===== src/rtl/mem_arbiter_if.sv =====
// rtl/mem_arbiter_if.sv - request ports and memory bus of the two-port memory arbiter
interface mem_arbiter_if #(
    parameter int AW = 32,
    parameter int DW = 32
) ();
    logic          p0_req;
    logic          p0_we;
    logic [AW-1:0] p0_addr;
    logic [DW-1:0] p0_wdata;
    logic          p0_done;
    logic [DW-1:0] p0_rdata;

    logic          p1_req;
    logic          p1_we;
    logic [AW-1:0] p1_addr;
    logic [DW-1:0] p1_wdata;
    logic          p1_done;
    logic [DW-1:0] p1_rdata;

    logic          cpu_stall;
    logic [1:0]    gnt;

    logic          mem_en;
    logic          mem_we;
    logic [AW-1:0] mem_addr;
    logic [DW-1:0] mem_wdata;
    logic [DW-1:0] mem_rdata;

    // Arbiter side
    modport slave (
        input  p0_req, p0_we, p0_addr, p0_wdata,
        input  p1_req, p1_we, p1_addr, p1_wdata,
        input  mem_rdata,
        output p0_done, p0_rdata, p1_done, p1_rdata,
        output cpu_stall, gnt,
        output mem_en, mem_we, mem_addr, mem_wdata
    );

    // Requesters and memory side
    modport master (
        output p0_req, p0_we, p0_addr, p0_wdata,
        output p1_req, p1_we, p1_addr, p1_wdata,
        output mem_rdata,
        input  p0_done, p0_rdata, p1_done, p1_rdata,
        input  cpu_stall, gnt,
        input  mem_en, mem_we, mem_addr, mem_wdata
    );
endinterface


===== src/rtl/mem_arbiter.sv =====
// rtl/mem_arbiter.sv - round-robin arbiter sharing one unified memory between the CPU and a secondary master
module mem_arbiter #(
    parameter int AW  = 32,
    parameter int DW  = 32,
    parameter int LAT = 1
) (
    input  logic           clk,
    input  logic           reset,
    mem_arbiter_if.slave   bus
);
    typedef enum logic [1:0] {IDLE, ACCESS, WAIT, RESP} state_t;

    state_t        state;
    logic          last;
    logic [2:0]    cnt;
    logic [1:0]    gnt_q;
    logic          p0_done_q;
    logic          p1_done_q;
    logic [DW-1:0] p0_rdata_q;
    logic [DW-1:0] p1_rdata_q;
    logic          mem_en_q;
    logic          mem_we_q;
    logic [AW-1:0] mem_addr_q;
    logic [DW-1:0] mem_wdata_q;
    logic          pick_p1;

    // On a tie the port that was not served last wins; reset leaves last=1 so port 0 wins first.
    always_comb begin
        pick_p1 = bus.p1_req & (~bus.p0_req | ~last);
    end

    always_ff @(posedge clk or posedge reset) begin
        if (reset) begin
            state       <= IDLE;
            last        <= 1'b1;
            cnt         <= 3'd0;
            gnt_q       <= 2'b00;
            p0_done_q   <= 1'b0;
            p1_done_q   <= 1'b0;
            p0_rdata_q  <= '0;
            p1_rdata_q  <= '0;
            mem_en_q    <= 1'b0;
            mem_we_q    <= 1'b0;
            mem_addr_q  <= '0;
            mem_wdata_q <= '0;
        end else begin
            p0_done_q <= 1'b0;
            p1_done_q <= 1'b0;
            mem_en_q  <= 1'b0;
            case (state)
                IDLE: begin
                    if (bus.p0_req | bus.p1_req) begin
                        gnt_q       <= pick_p1 ? 2'b10 : 2'b01;
                        last        <= pick_p1;
                        mem_en_q    <= 1'b1;
                        mem_we_q    <= pick_p1 ? bus.p1_we    : bus.p0_we;
                        mem_addr_q  <= pick_p1 ? bus.p1_addr  : bus.p0_addr;
                        mem_wdata_q <= pick_p1 ? bus.p1_wdata : bus.p0_wdata;
                        state       <= ACCESS;
                    end
                end
                ACCESS: begin
                    if (mem_we_q) begin
                        p0_done_q <= gnt_q[0];
                        p1_done_q <= gnt_q[1];
                        state     <= RESP;
                    end else begin
                        cnt   <= 3'(LAT);
                        state <= WAIT;
                    end
                end
                WAIT: begin
                    cnt <= cnt - 3'd1;
                    if (cnt == 3'd1) begin
                        if (gnt_q[1]) begin
                            p1_rdata_q <= bus.mem_rdata;
                        end else begin
                            p0_rdata_q <= bus.mem_rdata;
                        end
                        p0_done_q <= gnt_q[0];
                        p1_done_q <= gnt_q[1];
                        state     <= RESP;
                    end
                end
                RESP: begin
                    gnt_q <= 2'b00;
                    state <= IDLE;
                end
                default: begin
                    gnt_q <= 2'b00;
                    state <= IDLE;
                end
            endcase
        end
    end

    assign bus.p0_done   = p0_done_q;
    assign bus.p1_done   = p1_done_q;
    assign bus.p0_rdata  = p0_rdata_q;
    assign bus.p1_rdata  = p1_rdata_q;
    assign bus.gnt       = gnt_q;
    assign bus.mem_en    = mem_en_q;
    assign bus.mem_we    = mem_we_q;
    assign bus.mem_addr  = mem_addr_q;
    assign bus.mem_wdata = mem_wdata_q;
    // Combinational so the control FSM stalls in the very cycle it raises its request.
    assign bus.cpu_stall = bus.p0_req & ~p0_done_q;
endmodule


===== src/flat_wrapper.sv =====
// flat-port wrapper written by rule: the top's interface ports become plain ports
module mem_arbiter_flat 
#(
    parameter int AW  = 32,
    parameter int DW  = 32,
    parameter int LAT = 1
)
  (clk, reset, bus_p0_req, bus_p0_we, bus_p0_addr, bus_p0_wdata, bus_p1_req, bus_p1_we, bus_p1_addr, bus_p1_wdata, bus_mem_rdata, bus_p0_done, bus_p0_rdata, bus_p1_done, bus_p1_rdata, bus_cpu_stall, bus_gnt, bus_mem_en, bus_mem_we, bus_mem_addr, bus_mem_wdata);
  mem_arbiter_if #(.AW(AW), .DW(DW)) bus_i ();
  input  logic clk;
  input  logic reset;
  input wire logic [$bits(bus_i.p0_req)-1:0] bus_p0_req;
  input wire logic [$bits(bus_i.p0_we)-1:0] bus_p0_we;
  input wire logic [$bits(bus_i.p0_addr)-1:0] bus_p0_addr;
  input wire logic [$bits(bus_i.p0_wdata)-1:0] bus_p0_wdata;
  input wire logic [$bits(bus_i.p1_req)-1:0] bus_p1_req;
  input wire logic [$bits(bus_i.p1_we)-1:0] bus_p1_we;
  input wire logic [$bits(bus_i.p1_addr)-1:0] bus_p1_addr;
  input wire logic [$bits(bus_i.p1_wdata)-1:0] bus_p1_wdata;
  input wire logic [$bits(bus_i.mem_rdata)-1:0] bus_mem_rdata;
  output wire logic [$bits(bus_i.p0_done)-1:0] bus_p0_done;
  output wire logic [$bits(bus_i.p0_rdata)-1:0] bus_p0_rdata;
  output wire logic [$bits(bus_i.p1_done)-1:0] bus_p1_done;
  output wire logic [$bits(bus_i.p1_rdata)-1:0] bus_p1_rdata;
  output wire logic [$bits(bus_i.cpu_stall)-1:0] bus_cpu_stall;
  output wire logic [$bits(bus_i.gnt)-1:0] bus_gnt;
  output wire logic [$bits(bus_i.mem_en)-1:0] bus_mem_en;
  output wire logic [$bits(bus_i.mem_we)-1:0] bus_mem_we;
  output wire logic [$bits(bus_i.mem_addr)-1:0] bus_mem_addr;
  output wire logic [$bits(bus_i.mem_wdata)-1:0] bus_mem_wdata;
  assign bus_i.p0_req = bus_p0_req;
  assign bus_i.p0_we = bus_p0_we;
  assign bus_i.p0_addr = bus_p0_addr;
  assign bus_i.p0_wdata = bus_p0_wdata;
  assign bus_i.p1_req = bus_p1_req;
  assign bus_i.p1_we = bus_p1_we;
  assign bus_i.p1_addr = bus_p1_addr;
  assign bus_i.p1_wdata = bus_p1_wdata;
  assign bus_i.mem_rdata = bus_mem_rdata;
  assign bus_p0_done = bus_i.p0_done;
  assign bus_p0_rdata = bus_i.p0_rdata;
  assign bus_p1_done = bus_i.p1_done;
  assign bus_p1_rdata = bus_i.p1_rdata;
  assign bus_cpu_stall = bus_i.cpu_stall;
  assign bus_gnt = bus_i.gnt;
  assign bus_mem_en = bus_i.mem_en;
  assign bus_mem_we = bus_i.mem_we;
  assign bus_mem_addr = bus_i.mem_addr;
  assign bus_mem_wdata = bus_i.mem_wdata;
  mem_arbiter #(.AW(AW), .DW(DW), .LAT(LAT)) u_core (.clk(clk), .reset(reset), .bus(bus_i));
endmodule

===== config.mk =====
export PLATFORM = sky130hd
export DESIGN_NAME = mem_arbiter_flat
export DESIGN_NICKNAME = d
export VERILOG_FILES = /design/src/rtl/mem_arbiter_if.sv /design/src/rtl/mem_arbiter.sv /design/src/flat_wrapper.sv
export SDC_FILE = /design/constraint.sdc
export NUM_CORES = 1
export LEC_CHECK = 0
export ABC_AREA = 0
export ABC_CLOCK_PERIOD_IN_PS = 14300
export CORE_MARGIN = 2
export CORE_UTILIZATION = 33
export DETAILED_ROUTE_END_ITERATION = 10
export DONT_BUFFER_PORTS = 1
export GPL_TIMING_DRIVEN = 0
export MAX_ROUTING_LAYER = met4
export REMOVE_ABC_BUFFERS = 1
export SLEW_MARGIN = 20
export SYNTH_ARGS = -nofsm -noshare
export SYNTH_HDL_FRONTEND = slang
export SYNTH_SLANG_ARGS = --single-unit

===== constraint.sdc =====
create_clock -name clk -period 14.3 [get_ports clk]
set_input_delay 2.86 -clock clk [delete_from_list [all_inputs] [get_ports clk]]
set_output_delay 2.86 -clock clk [all_outputs]
set_load 0.05 [all_outputs]

# After elaboration in Yosys (flattened, before gate mapping)
# Index checks and enable logic that the tools add are counted.
[op_classes]
n_addsub = 1
mul = 0
div = 0
order_cmp = 0
eq_ne = 7
n_shift = 0
n_mux = 20
bitwise = 8
reduce_logical = 9
[ops]
columns = ["cell", "count"]
rows = [
  ["$mux 32", 2],
  ["$mux 1", 8],
  ["$mux 2", 4],
  ["$pmux 2 s4", 1],
  ["$reduce_and 2->1", 4],
  ["$pmux 3 s2", 1],
  ["$reduce_and 3->1", 2],
  ["$eq 2x2->1 const B", 2],
  ["$ne 2x1->1 const B", 2],
  ["$not 1->1", 4],
  ["$pmux 1 s2", 2],
  ["$pmux 2 s2", 1],
  ["$reduce_bool 2->1", 2],
  ["$eq 3x1->1 const B", 1],
  ["$mux 3", 1],
  ["$sub 3x1->3 const B", 1],
  ["$and 1x1->1", 2],
  ["$eq 2x1->1 const B", 1],
  ["$logic_not 2->1", 1],
  ["$ne 2x2->1 const B", 1],
  ["$or 1x1->1", 2],
]
[word_totals]
ff_bits = 140
latch_bits = 0
mem_bits_rw = 0
romBits = 0
elab_cells = 57
n_memories = 0

# Logic depth before layout (Yosys ltp)
# Gate-level depths: netlist of the first run.
[depth]
depth_word = 6
ltp_mapped = 8
mapped_depth_nobuf = 5

# Least setup slack after synthesis of the first run
# OpenSTA, ideal clock, no wires.
[synth_path]
path_type = "input port to output port"
from = "in bus_p0_req"
to = "out bus_cpu_stall"
arrival_ps = 3567
path_slack_ps = 7873
stages = 1
path_cell_list = "nor2b_1"
[synth_between]
elab_chain_cells = 1
[synth_lines]
columns = ["item", "line_no", "text"]
rows = [
  ["from (decl)", "flat_wrapper.sv:12", "input wire logic [$bits(bus_i.p0_req)-1:0] bus_p0_req;"],
  ["$and 1x1->1", "mem_arbiter.sv:107", "assign bus.cpu_stall = bus.p0_req & ~p0_done_q;"],
  ["to (decl)", "flat_wrapper.sv:25", "output wire logic [$bits(bus_i.cpu_stall)-1:0] bus_cpu_stall;"],
]
# No other way between the ends.

# Worst setup path in the final report of the first run
# Same ends and word-level chain as after synthesis.

==> impl_metrics.tcl, run 1 <==
set metrics [dict create \
    ys_seq_elements 140 \
    initial_core_util 0.3360 \
    htree_levels 4 \
    slew_headroom 0.3817 \
    cts.sinks 140 \
    nFillCells 1710 \
    fin_nets 657 \
    crit_family "simple AND/OR/NAND/NOR gates" \
    grt_use_total 0.1602 \
    yosys.area_share.simple 0.05949 \
    min_from "u_core.cnt[1]" \
    place.gp.congestion 0.7970 \
    antenna_cells 0 \
    worstHoldPathType "flip-flop to flip-flop" \
    cp.required_ns 11.44 \
    endpoint_kind "output pin" \
    crit_buf_inv 0 \
    die-area_mm2 0.01939 \
    r2r_end "u_core.bus.p0_rdata[15]" \
    fin_crit_sh 0.4503 \
    die_w_um 139.2 \
    synth_xor_area_frac 0 \
    slowest_stage "nor2b_1" \
    cts_tree "done" \
    cts_inserted_buffers 17 \
    die_h_um 139.2 \
    synth_area_per_cell_um2 12.47 \
    core_mm2 0.01796 \
    max-clock-path-buffers 2 \
    drtAntennaViolNets 0 \
    tightest_slew_ns 0.9256 \
    clk_pin_slew_ns 0.06 \
    hold_viol 0 \
    syn_to_final_growth_pct 17.18 \
    drt-total-wl_um 14790 \
    drt_first_iter_violations 163 \
    ys_seq_area_frac 0.5806 \
    yosys_warnings 0 \
    synth_top_family_by_area "multiplexers" \
    grt_first_pass_wirelength_um 23150 \
    synth_mux_area_frac 0.2384 \
    synth.distinct_cells 32 \
    rsz0062_at_grt "no" \
    setup_violations 0 \
    vias_per_cell 5.051 \
    dp.cells 694 \
    status "finished, final reports clean" \
    grt_max_degree 80 \
    worstSkewPairLatency_ns 0.41 \
    final_max_slew_viol_count 0 \
    portBuffers 0 \
    r2r_setup_slack_ns 12.08 \
    crit_type "primary input to output pin" \
    crit_chain "nor2b_1" \
    grt_overflow_total 0 \
    grt_pass1_vias 4024 \
    synth_fa_ha_area_frac 0.01451 \
    pin_count 301 \
    cts_setup_buffers 0 \
    crit_fanout 6 \
    drc 0 \
    cts_resized 0 \
    min_path_cells 2 \
    vias 3667 \
    cts_root_buf "clkbuf_16" \
    synth-compound-area-share 0.07297 \
    syn_inst 484 \
    min_period_ns 6.439 \
    final_cells 726 \
    dp_hpwl_um 11480 \
    finish.utilization 0.3937 \
    drive_above_1_share 0.2254 \
    arrival_ns 3.58 \
    first_pass_iters 4 \
    rows 49 \
    worst_setup_path_start_kind "primary input" \
    reg2regPathDepth 6 \
    max_cap_violations 0 \
    grt_antenna_before_repair 0 \
    fin_setup_tns_ns 0 \
    r2r-start "u_core.state[0]" \
    ctsHoldBuffers 0 \
    wl_per_cell_um 20.37 \
    skew_ns 0.01369 \
    cpPeakStageDelay_ns 0.72 \
    min_to "u_core.cnt[1]" \
    max_freq_mhz 155.3 \
    synthesis.area_mm2 0.006036 \
]
[Yosys cell counts, drive strengths merged]
library cell / count / area [µm²]
a211oi: 1 / 7.510
a21bo: 1 / 10.01
a21boi: 1 / 11.26
a21oi: 3 / 15.01
a221o: 1 / 10.01
a22o: 1 / 8.760
a22oi: 2 / 15.01
a31oi: 2 / 12.51
a32o: 1 / 10.01
and2: 1 / 6.260
and3b: 1 / 8.760
buf: 20 / 137.6
clkbuf: 9 / 33.78
dfrtp: 139 / 3478
dfstp: 1 / 26.28
ha: 7 / 87.58
inv: 9 / 33.78
mux2: 65 / 788.3
mux2i: 65 / 650.6
nand2: 72 / 270.3
nand2b: 2 / 12.51
nand3: 1 / 5.000
nand3b: 1 / 7.510
nor2: 6 / 22.52
nor2b: 2 / 12.51
o21ai: 68 / 340.3
or2b: 1 / 7.510
or3: 1 / 6.260
[metrics by stage]
step | hold WS (ns) | cell area [µm²] | setup slack, ns
floorplan | 0.4498 | 5864 | 6.758
global placement | 0.4689 | 6151 | 5.193
detailed placement | 0.5035 | 6449 | 7.858
CTS | 0.5176 | 7073 | 7.858
global route | 0.5592 | 7073 | 7.840
finish | 0.5169 | 7073 | 7.861
[metal layers]
layer	track usage	share of wire	up-vias
met2	0.2583	0.50	228
met1	0.1701	0.35	1744
met5	-	0	-
met4	0.06486	0.022	0
li1	-	-	1678
met3	0.07571	0.13	17
[worst max-delay path by stage]
stage | start | endpoint | slack (ns) | cells past startpoint
3_3_place_gp | bus_p1_req | u_core.bus.mem_wdata[3] | 5.19 | 2
6_report | bus_p0_req | bus_cpu_stall | 7.86 | 1
4_1_cts | bus_p0_req | bus_cpu_stall | 7.86 | 1
3_5_place_dp | bus_p0_req | bus_cpu_stall | 7.86 | 1
5_1_grt | bus_p0_req | bus_cpu_stall | 7.84 | 1
2_1_floorplan | bus_p1_req | u_core.bus.mem_wdata[10] | 6.76 | 2
[final cells by class]
cell class              count  area, µm²  share of cell area
multi-input cells         306       2349              0.3320
clock buffers              19      432.9             0.06121
clock inverters            13      191.4             0.02707
flip-flops and latches    140       3505              0.4955
well taps                 229      286.5             0.04051
inverters                   9      41.29            0.005838
repair buffers             10      267.8             0.03786
[sequential cells by signal, indices dropped and copies added, names as in the netlist]
register	cells
u_core.bus.p1_done	1
u_core.bus.mem_we	1
u_core.bus.mem_wdata	32
u_core.bus.mem_en	1
u_core.bus.p0_done	1
u_core.bus.p1_rdata	32
u_core.state	2
u_core.bus.p0_rdata	32
u_core.last	1
u_core.bus.gnt	2
u_core.bus.mem_addr	32
u_core.cnt	3
[placed cells by master (no fill, tap or decap), drive strengths merged, types with 2 or more instances in the layout]
| cell type | count |
|---|---|
| mux2 | 65 |
| ha | 7 |
| mux2i | 65 |
| buf | 10 |
| bufinv | 4 |
| nand2b | 2 |
| dfrtp | 139 |
| clkbuf | 19 |
| a21oi | 3 |
| o21ai | 68 |
| nor2b | 2 |
| a31oi | 2 |
| clkinvlp | 3 |
| inv | 11 |
| nand2 | 72 |
| nor2 | 6 |
| a22oi | 2 |
| clkinv | 4 |
[cell families after synthesis]
logic type | Yosys count
DFF | 140
AOI/OAI and AO/OA | 81
buffers and inverters | 38
adders and majority gates | 7
and+or+nand+nor | 88
muxes | 130
Power of run 1 is left out: the tool's default activity adds up to more than one toggle a clock period on the data nets, which glitch-free logic cannot reach.
==> inputs of run 2 (changes only) <==
--- a/config.mk
+++ b/config.mk
@@ -6,7 +6,7 @@
 export NUM_CORES = 1
 export LEC_CHECK = 0
 export ABC_AREA = 0
-export ABC_CLOCK_PERIOD_IN_PS = 14300
+export ABC_CLOCK_PERIOD_IN_PS = 6250
 export CORE_MARGIN = 2
 export CORE_UTILIZATION = 33
 export DETAILED_ROUTE_END_ITERATION = 10
==> constraint.sdc (replaced) <==
create_clock -name clk -period 6.25 [get_ports clk]
set_input_delay 1.25 -clock clk [delete_from_list [all_inputs] [get_ports clk]]
set_output_delay 1.25 -clock clk [all_outputs]
set_load 0.05 [all_outputs]
==> results of run 2 <==
Same layout as run 1 (identical final DEF). Status: finished, final reports clean.
Among the figures that moved: setup slack after placement 7.858 ns -> 3.028 ns; setup slack after layout 7.861 ns -> 3.031 ns; register-to-register setup slack 12.08 ns -> 4.03 ns
Power of run 2 is left out for the same reason.
